--- config.mk ---
export PLATFORM = sky130hd
export DESIGN_NAME = pe_ws_dbuf
export DESIGN_NICKNAME = d
export VERILOG_FILES = /design/src/rtl/pe_pkg.sv /design/src/rtl/fxp_mac_sat.sv /design/src/rtl/pe_ws_dbuf.sv
export SDC_FILE = /design/constraint.sdc
export NUM_CORES = 1
export LEC_CHECK = 0
export ABC_CLOCK_PERIOD_IN_PS = 8500
export BUFFER_PORTS_ARGS = -buffer_cell sky130_fd_sc_hd__buf_2
export CORE_ASPECT_RATIO = 0.7
export CORE_UTILIZATION = 40
export CTS_BUF_LIST = sky130_fd_sc_hd__clkbuf_4
export CTS_CLUSTER_SIZE = 20
export DETAILED_ROUTE_END_ITERATION = 16
export PLACE_DENSITY = 0.62
export SETUP_SLACK_MARGIN = 0.15
export SYNTH_ARGS = -nofsm -noshare
export SYNTH_HDL_FRONTEND = slang
export SYNTH_SLANG_ARGS = --single-unit
--- constraint.sdc ---
create_clock -name clk -period 8.5 [get_ports clk]
set_input_delay 1.7 -clock clk [delete_from_list [all_inputs] [get_ports clk]]
set_output_delay 1.7 -clock clk [all_outputs]
set_load 0.05 [all_outputs]
--- src/rtl/pe_pkg.sv ---
// Shared constants and fixed-point helpers for the weight-stationary PE family.
// Helpers work at a fixed MAX_W-bit internal width. Every PE variant must keep
// 2*DW + 1 < MAX_W and PSUM_W + 1 < MAX_W so that none of the intermediate
// arithmetic can overflow.
package pe_pkg;

  // Default operand and accumulator geometry: Q8.8 operands, 32-bit partial sums.
  localparam int DW_DEF     = 16;
  localparam int FRAC_DEF   = 8;
  localparam int PSUM_W_DEF = 32;

  // Internal working width for rounding and saturation arithmetic.
  localparam int MAX_W = 64;

  // Largest value representable in a w-bit signed partial sum.
  function automatic logic signed [MAX_W-1:0] psum_max(input int w);
    logic signed [MAX_W-1:0] one;
    one = MAX_W'(1);
    return (one <<< (w - 1)) - one;
  endfunction

  // Smallest value representable in a w-bit signed partial sum.
  function automatic logic signed [MAX_W-1:0] psum_min(input int w);
    logic signed [MAX_W-1:0] one;
    one = MAX_W'(1);
    return -(one <<< (w - 1));
  endfunction

  // Drops frac fractional bits from a full-precision product.
  // Adding half an LSB before the arithmetic shift rounds ties toward +inf.
  function automatic logic signed [MAX_W-1:0] round_shift(
    input logic signed [MAX_W-1:0] prod,
    input int                      frac
  );
    logic signed [MAX_W-1:0] half;
    half = MAX_W'(1) <<< (frac - 1);
    return (prod + half) >>> frac;
  endfunction

endpackage : pe_pkg

--- src/rtl/fxp_mac_sat.sv ---
// Combinational fixed-point multiply-accumulate with saturation.
//   sum = clamp(round(act * w >>> FRAC) + psum)
// The operands and psum are signed two's complement. Both share the same FRAC
// scaling. sat_hit flags that a clamp was applied this evaluation.
module fxp_mac_sat
  import pe_pkg::*;
#(
  parameter int DW     = DW_DEF,
  parameter int FRAC   = FRAC_DEF,
  parameter int PSUM_W = PSUM_W_DEF
) (
  input  logic [DW-1:0]     act,
  input  logic [DW-1:0]     w,
  input  logic [PSUM_W-1:0] psum,
  output logic [PSUM_W-1:0] sum,
  output logic              sat_hit
);

  // Clamp bounds of the partial-sum format. These are elaboration-time constants.
  localparam logic signed [MAX_W-1:0] PSUM_HI = psum_max(PSUM_W);
  localparam logic signed [MAX_W-1:0] PSUM_LO = psum_min(PSUM_W);

  logic signed [2*DW-1:0]  prod;
  logic signed [MAX_W-1:0] prod_ext;
  logic signed [MAX_W-1:0] rnd;
  logic signed [MAX_W-1:0] psum_ext;
  logic signed [MAX_W-1:0] sum_ext;

  // Compute the full-precision product. A signed size cast sign-extends it into
  // the working width.
  assign prod     = $signed(act) * $signed(w);
  assign prod_ext = MAX_W'(prod);
  assign psum_ext = MAX_W'($signed(psum));

  // Rescale to the psum's FRAC. The add cannot overflow MAX_W because the
  // package width limits are respected.
  assign rnd      = round_shift(prod_ext, FRAC);
  assign sum_ext  = rnd + psum_ext;

  // Saturate the wide sum into PSUM_W bits and report when a clamp was applied.
  always_comb begin
    // NOTE: outputs get a default before any branch so no path leaves them
    // unassigned; a missing default here would infer a latch.
    sum     = sum_ext[PSUM_W-1:0];
    sat_hit = 1'b0;
    if (sum_ext > PSUM_HI) begin
      sum     = PSUM_HI[PSUM_W-1:0];
      sat_hit = 1'b1;
    end else if (sum_ext < PSUM_LO) begin
      sum     = PSUM_LO[PSUM_W-1:0];
      sat_hit = 1'b1;
    end
  end

endmodule : fxp_mac_sat

--- src/rtl/pe_ws_dbuf.sv ---
// Weight-stationary systolic PE with a double-buffered weight.
// Activations move east and partial sums move south, each through one register.
// Weights shift south through the shadow chain. Asserting w_swap promotes the
// shadow weight to the active weight in one cycle. That lets the next filter
// stream in while the current filter is still computing.
module pe_ws_dbuf
  import pe_pkg::*;
#(
  parameter int DW     = DW_DEF,
  parameter int FRAC   = FRAC_DEF,
  parameter int PSUM_W = PSUM_W_DEF
) (
  input  logic              clk,
  input  logic              rst_n,
  input  logic              clr,
  input  logic [DW-1:0]     act_in,
  input  logic              act_vld_in,
  input  logic [PSUM_W-1:0] psum_in,
  input  logic [DW-1:0]     w_in,
  input  logic              w_load_in,
  input  logic              w_swap_in,
  output logic [DW-1:0]     act_out,
  output logic              act_vld_out,
  output logic [PSUM_W-1:0] psum_out,
  output logic [DW-1:0]     w_out,
  output logic              w_load_out,
  output logic              w_swap_out,
  output logic              sat
);

  // Forwarded data and control, plus the accumulator output.
  logic [DW-1:0]     act_q;
  logic              act_vld_q;
  logic [PSUM_W-1:0] psum_q;
  logic              w_load_q;
  logic              w_swap_q;
  logic              sat_q;

  // Weight double buffer.
  logic [DW-1:0]     w_act_q;
  logic [DW-1:0]     shadow_q;
  logic              shadow_vld_q;

  // Signals from the MAC datapath.
  logic [PSUM_W-1:0] mac_sum;
  logic              mac_sat;
  logic              swap_take;

  // A swap request that arrives with no fresh shadow weight is ignored for the
  // local weight, so a stray swap cannot promote stale data.
  assign swap_take = w_swap_in & shadow_vld_q;

  fxp_mac_sat #(
    .DW     (DW),
    .FRAC   (FRAC),
    .PSUM_W (PSUM_W)
  ) u_mac (
    .act     (act_in),
    .w       (w_act_q),
    .psum    (psum_in),
    .sum     (mac_sum),
    .sat_hit (mac_sat)
  );

  // Forwarding registers, accumulator, and sticky saturation flag.
  // clr outranks every other update in this block.
  always_ff @(posedge clk or negedge rst_n) begin
    // NOTE: state is assigned with <= so that every register in this block
    // samples pre-edge values, regardless of statement order.
    if (!rst_n) begin
      act_q     <= '0;
      act_vld_q <= 1'b0;
      psum_q    <= '0;
      w_load_q  <= 1'b0;
      w_swap_q  <= 1'b0;
      sat_q     <= 1'b0;
    end else if (clr) begin
      act_q     <= '0;
      act_vld_q <= 1'b0;
      psum_q    <= '0;
      w_load_q  <= 1'b0;
      w_swap_q  <= 1'b0;
      sat_q     <= 1'b0;
    end else begin
      act_q     <= act_in;
      act_vld_q <= act_vld_in;
      w_load_q  <= w_load_in;
      w_swap_q  <= w_swap_in;
      if (act_vld_in) begin
        psum_q <= mac_sum;
        if (mac_sat) begin
          sat_q <= 1'b1;
        end
      end else begin
        psum_q <= psum_in;
      end
    end
  end

  // Weight shadow chain and swap. This block ignores clr on purpose: the loaded
  // filter must survive a clear of the data path.
  always_ff @(posedge clk or negedge rst_n) begin
    // NOTE: the weight registers are datapath state but are still reset, so
    // the cells of a freshly reset array compute with a known zero weight.
    if (!rst_n) begin
      w_act_q      <= '0;
      shadow_q     <= '0;
      shadow_vld_q <= 1'b0;
    end else begin
      if (swap_take) begin
        w_act_q <= shadow_q;
      end
      if (w_load_in) begin
        shadow_q     <= w_in;
        shadow_vld_q <= 1'b1;
      end else if (swap_take) begin
        shadow_vld_q <= 1'b0;
      end
    end
  end

  assign act_out     = act_q;
  assign act_vld_out = act_vld_q;
  assign psum_out    = psum_q;
  assign w_out       = shadow_q;
  assign w_load_out  = w_load_q;
  assign w_swap_out  = w_swap_q;
  assign sat         = sat_q;

endmodule : pe_ws_dbuf

; ---- After elaboration in Yosys (flattened, before gate mapping)
; Cells that the tools add are included.
[op_classes]
n_addsub = 2
mul = 1
magnitude_cmp = 2
muxes = 15
bitwise_logic = 1
n_reduce_logical = 4
[op_table]
columns = operator, count
row1 = 32-bit 2-to-1 mux, 4
row2 = "64-bit by 32-bit > comparator with 1-bit output, second input constant", 1
row3 = "64-bit by 32-bit < comparator with 1-bit output, second input constant", 1
row4 = 25-bit by 32-bit adder with 33-bit output, 1
row5 = "32-bit by 9-bit adder with 33-bit output, second input constant", 1
row6 = 16-bit by 16-bit multiplier with 32-bit output, 1
row7 = 16-bit 2-to-1 mux, 1
row8 = 1-bit 2-to-1 mux, 10
row9 = 2-bit nonzero test, 3
row10 = 2-bit AND reduction, 1
row11 = 1-bit AND, 1
[word_totals]
regBits = 85
in_bits = 70

; ---- Longest topological paths before layout
[logic_depth]
word_depth = 9
depth_mapped = 36
depth_no_buf = 33

; ---- By module
; From an unflattened synthesis, not the netlist that was laid out.
[unflattened]
hier_cells = 1576
area_unflattened_um2 = 14990.6
[modules_own_cells]
columns = mod, instances, cells_each, area_each_um2
row1 = fxp_mac_sat, 1, 1358, 11768.8
row2 = pe_ws_dbuf, 1, 218, 3221.8

; ---- Least setup slack after synthesis
; No wires, ideal clock.
[synth_path]
path_kind = input to register
start = input port act_in[15]
end = register psum_q[1] (netlist: psum_out[1])
setup_ps = 121
arrival_ps = 9542
setup_slack_ps = -1163
stages = 32
path_cell_list = clkbuf_1 -> nand2_1 -> inv_1 -> fa_1 -> inv_1 -> fa_1 -> inv_1 -> fa_1 -> fa_1 -> fa_1 -> inv_1 -> fa_1 -> inv_1 -> ha_1 -> a21o_1 -> a21o_1 -> a21o_1 -> a21o_1 -> a21o_1 -> a21oi_1 -> nand3b_1 -> a31oi_1 -> xnor2_1 -> ha_1 -> a21o_1 -> a21o_1 -> a21o_1 -> nor2_1 -> a2bb2oi_4 -> xnor2_4 -> maj3_2 -> a22o_1
[synth_between]
elab_chain_cells = 8
[synth_lines]
columns = element, line_no
row1 = "start, declared", pe_ws_dbuf.sv:16  ; input logic [DW-1:0] act_in,
row2 = 16-bit by 16-bit multiplier with 32-bit output (*), fxp_mac_sat.sv:31  ; assign prod = $signed(act) * $signed(w);
row3 = 32-bit by 9-bit adder with 33-bit output (*), pe_pkg.sv:37  ; return (prod + half) >>> frac;
row4 = 25-bit by 32-bit adder with 33-bit output (*), fxp_mac_sat.sv:38  ; assign sum_ext = rnd + psum_ext;
row5 = 64-bit by 32-bit < comparator with 1-bit output, fxp_mac_sat.sv:49  ; end else if (sum_ext < PSUM_LO) begin
row6 = 32-bit 2-to-1 mux, fxp_mac_sat.sv:49
row7 = 32-bit 2-to-1 mux (*), fxp_mac_sat.sv:46  ; if (sum_ext > PSUM_HI) begin
row8 = 32-bit 2-to-1 mux (*), pe_ws_dbuf.sv:89  ; if (act_vld_in) begin
row9 = 32-bit 2-to-1 mux (*), pe_ws_dbuf.sv:77  ; end else if (clr) begin
row10 = "end signal, assigned", pe_ws_dbuf.sv:90  ; psum_q <= mac_sum;
row11 = "end signal, assigned", pe_ws_dbuf.sv:95  ; psum_q <= psum_in;
row12 = "end, declared", pe_ws_dbuf.sv:34  ; logic [PSUM_W-1:0] psum_q;
; Mark *: on every way between the ends. The rest lies on a longest branch, timed or not.
; A chain may end at the register's enable or synchronous reset.

; ---- Final worst setup path
; Same ends and word-level chain as after synthesis.

==> metrics.log <==
INFO  metric synth_cells = 1516
INFO  metric timing.final.hold_violations = 0
INFO  metric holdPathStages = 1
INFO  metric grt_util_all_layers = 20.3%
INFO  metric post_drt_wl_per_cell = 15.4 µm
INFO  metric syn_avg_cell_area = 9.69 µm²
INFO  metric antenna_violations_before_repair = 1
INFO  metric grt_start_max_net_pins = 52
INFO  metric critical_path.startpoint_type = input port
INFO  metric tritoncts_num_sinks = 85
INFO  metric final_nets = 2314
INFO  metric drv.max_cap_violation_count = 0
INFO  metric crit_arrival = 9.39 ns
INFO  metric initial_core_util = 40.7%
INFO  metric timing.final.crit_share = 106%
INFO  metric finalSetupViolations = 33
INFO  metric cts-buffers-inserted = 9
INFO  metric dieHeight = 162 µm
INFO  metric synth_enable_flop_cells = 0
INFO  metric yosys_warnings = 0
INFO  metric max_clock_freq = 0.111 GHz
INFO  metric grt_first_pass_wirelength = 60200 µm
INFO  metric maximum_net_fanout_on_the_critical_path = 7
INFO  metric fin_hold_ws = 0.502 ns
INFO  metric clk_transition_reported_paths = 0.18 ns
INFO  metric path_common_cell = sky130_fd_sc_hd__a21o_1
INFO  metric clk_latency = 0.50 ns
INFO  metric max_transition_viols_final = 0
INFO  metric cts_root_buf = sky130_fd_sc_hd__clkbuf_4
INFO  metric worst_slew_pin_slew = 0.778 ns
INFO  metric global_route.overflow_total = 0
INFO  metric cts_max_level = 3
INFO  metric post_synth_instance_area = 14700 µm²
INFO  metric worstHoldEndpoint = shadow_vld_q
INFO  metric route.final.wire_length = 36200 µm
INFO  metric ys_seq_elements = 85
INFO  metric r2r_cells = 34
INFO  metric post_synth_num_cell_types = 64
INFO  metric timing.hold.worst.start = shadow_vld_q
INFO  metric placement.io_buffers = 137
INFO  metric die-area = 37500 µm²
INFO  metric cp_peak_stage_delay = 0.60 ns
INFO  metric multi_input_comb_area = 11400 µm²
INFO  metric seq_area_frac_synth = 14.5%
INFO  metric synth_nets = 1968
INFO  metric period_minus_slack = 8.98 ns
INFO  metric synthToLayoutAreaGrowth = 25.0%
INFO  metric core = 36100 µm²
INFO  metric worst_r2r_endpoint = psum_out[1]
INFO  metric detailed_place_hpwl = 30800 µm
INFO  metric async_flop_share = 100%
INFO  metric final_design_area_no_fill = 18400 µm²
INFO  metric worst_slack_setup_final = -0.478 ns
INFO  metric max-slew-margin-rel = 48.0%
INFO  metric final_layout_fill_cell_count = 3333
INFO  metric violated_checks = negative setup slack
INFO  metric status = finished, violations left
INFO  metric fp-row-count = 58
INFO  metric final_weighted_congestion_in_routability_driven_placement = 0.869
INFO  metric tritoncts = built
INFO  metric reg2reg_setup_slack = 0.06 ns
INFO  metric rr_startpoint = w_act_q[6]
INFO  metric cts_buffer_depth = 2
INFO  metric design.portCount = 138
INFO  metric remaining_drc_errors = 0
INFO  metric ys.flop_type = sky130_fd_sc_hd__dfrtp_1
INFO  metric drtIter0Drc = 490
INFO  metric firstDrtPassIters = 5
INFO  metric critPathCaptureType = register
INFO  metric via_count_of_the_first_global_routing_pass = 12.1k
INFO  metric worstHoldPathType = reg2reg
INFO  metric number_of_vias_per_cell = 4.80
INFO  metric dp_area = 17700 µm²
INFO  metric timing_worst_setup_path_type = in2reg
INFO  metric register_area = 2130 µm²
INFO  metric width_of_the_chip = 231 µm
INFO  metric post_route_cells_drive_above_1_share = 28.5%
INFO  metric skew = 0.0181 ns
INFO  metric grt_setup_unrepaired = true
INFO  metric dr_total_vias = 11.3k
INFO  metric critPathRequiredTime = 8.91 ns
INFO  metric postRouteAntennaNets = 0
INFO  metric slowest_stage = sky130_fd_sc_hd__fa_1
metrics by stage:
step | setup slack [ns] | util [%] | TNS (ns) | std cells
after floorplan | -0.449 | - | -13.01 | 1516
after global placement | -1.15 | 49.2 | -36.57 | 2308
after detailed placement | -1.19 | 49.2 | -37.90 | 2308
after CTS | -0.367 | 50.3 | -10.88 | 2335
after global routing | -0.708 | 50.9 | -21.79 | 2348
final | -0.478 | 50.9 | -14.17 | 2349
cells by family after synthesis:
family | after synthesis | synth area share [%]
XOR/XNOR | 61 | 3.76
flip-flops | 85 | 14.5
AND/OR/NAND/NOR | 384 | 13.0
multiplexers | 32 | 2.45
buffers and inverters | 397 | 10.3
AO/OA/AOI/OAI | 174 | 9.68
adder cells (fa/ha/maj) | 383 | 46.3
synthesized netlist by cell type (3+ instances only):
cell / count / area, µm²
sky130_fd_sc_hd__o21ai_0: 20 / 100
sky130_fd_sc_hd__inv_1: 347 / 1300
sky130_fd_sc_hd__a21o_1: 24 / 180
sky130_fd_sc_hd__o21bai_1: 8 / 60.1
sky130_fd_sc_hd__a211o_1: 5 / 43.8
sky130_fd_sc_hd__and3_1: 4 / 25.0
sky130_fd_sc_hd__nor2_1: 33 / 124
sky130_fd_sc_hd__xnor2_1: 38 / 333
sky130_fd_sc_hd__clkbuf_1: 41 / 154
sky130_fd_sc_hd__nand2b_1: 12 / 75.1
sky130_fd_sc_hd__nor2b_1: 20 / 125
sky130_fd_sc_hd__nand4_1: 6 / 37.5
sky130_fd_sc_hd__a21oi_1: 39 / 195
sky130_fd_sc_hd__o211ai_1: 5 / 37.5
sky130_fd_sc_hd__a211oi_1: 4 / 30.0
sky130_fd_sc_hd__ha_1: 114 / 1430
sky130_fd_sc_hd__nand2_1: 168 / 631
sky130_fd_sc_hd__o21a_1: 6 / 45.0
sky130_fd_sc_hd__xor2_1: 22 / 193
sky130_fd_sc_hd__nor3_1: 4 / 20.0
sky130_fd_sc_hd__o211ai_2: 30 / 375
sky130_fd_sc_hd__a31oi_1: 8 / 50.1
sky130_fd_sc_hd__mux2_2: 32 / 360
sky130_fd_sc_hd__fa_1: 268 / 5370
sky130_fd_sc_hd__and2_1: 124 / 776
sky130_fd_sc_hd__buf_6: 3 / 33.8
sky130_fd_sc_hd__dfrtp_1: 85 / 2130
sky130_fd_sc_hd__nand3_1: 4 / 20.0
sky130_fd_sc_hd__buf_2: 3 / 15.0
repair_timing:
action | 4_1_cts | 5_1_grt
setup buffers | 10 | 9
hold buffers | 0 | 0
pin swaps | 25 | 27
setup endpoints to repair | 33 | 33
gates cloned | 1 | 3
resized for setup | 36 | 15
endpoints found under the hold margin | 0 | 0
worst max path at each step:
stage	from	endpoint	slack, ns	cells after the start
after floorplan	act_in[15]	psum_out[1]	-0.45	31
after global placement	act_in[15]	psum_out[22]	-1.15	32
after detailed placement	act_in[15]	psum_out[22]	-1.19	32
after CTS	act_in[15]	psum_out[22]	-0.37	35
after global routing	act_in[15]	psum_out[1]	-0.71	35
final	act_in[15]	psum_out[1]	-0.48	35
registers in the layout (all words and copies together) (netlist names):
name and cells:
w_act_q 16, w_out 16, shadow_vld_q 1, w_load_out 1, act_out 16, sat 1, act_vld_out 1, w_swap_out 1
psum_out 32
cell type report:
class | count | share of cell area [%]
clock buffers | 9 | 0.368
diodes | 2 | 0.0273
well taps | 480 | 3.27
flip-flops and latches | 85 | 11.6
multi-input cells | 1034 | 61.9
clock inverters | 7 | 0.572
inverters | 347 | 7.11
repair buffers | 385 | 15.2
placed cells by master (no fill, tap or decap), drive strengths merged, types with 20 or more instances in the layout:
cell / count
buf: 382
inv: 350
fa: 268
nand2: 168
and2: 124
ha: 114
dfrtp: 85
a21oi: 40
xnor2: 39
o211ai: 35
nor2: 33
mux2: 32
a21o: 25
xor2: 22
o21ai: 22
nor2b: 20
metal layers:
metal  GRT usage, %  share of wire [%]  vias up
met3           2.43                3.7       29
met1           27.9                 45     5734
met2           34.6                 50      180
met5              0                  0        -
li1               -                  -     5323
met4           3.91                1.2        0
worst max-delay path: cells and delay by family:
kind	cells	cell delay, ns
AOI/OAI and AO/OA	12	2.04
adders and majority gates	9	3.76
xor gates and xnor gates	2	0.40
buffers and inverters	9	1.05
and+or+nand+nor	3	0.44
Power is left out: the tool's default activity adds up to more than one toggle a clock period on the data nets, which glitch-free logic cannot reach.
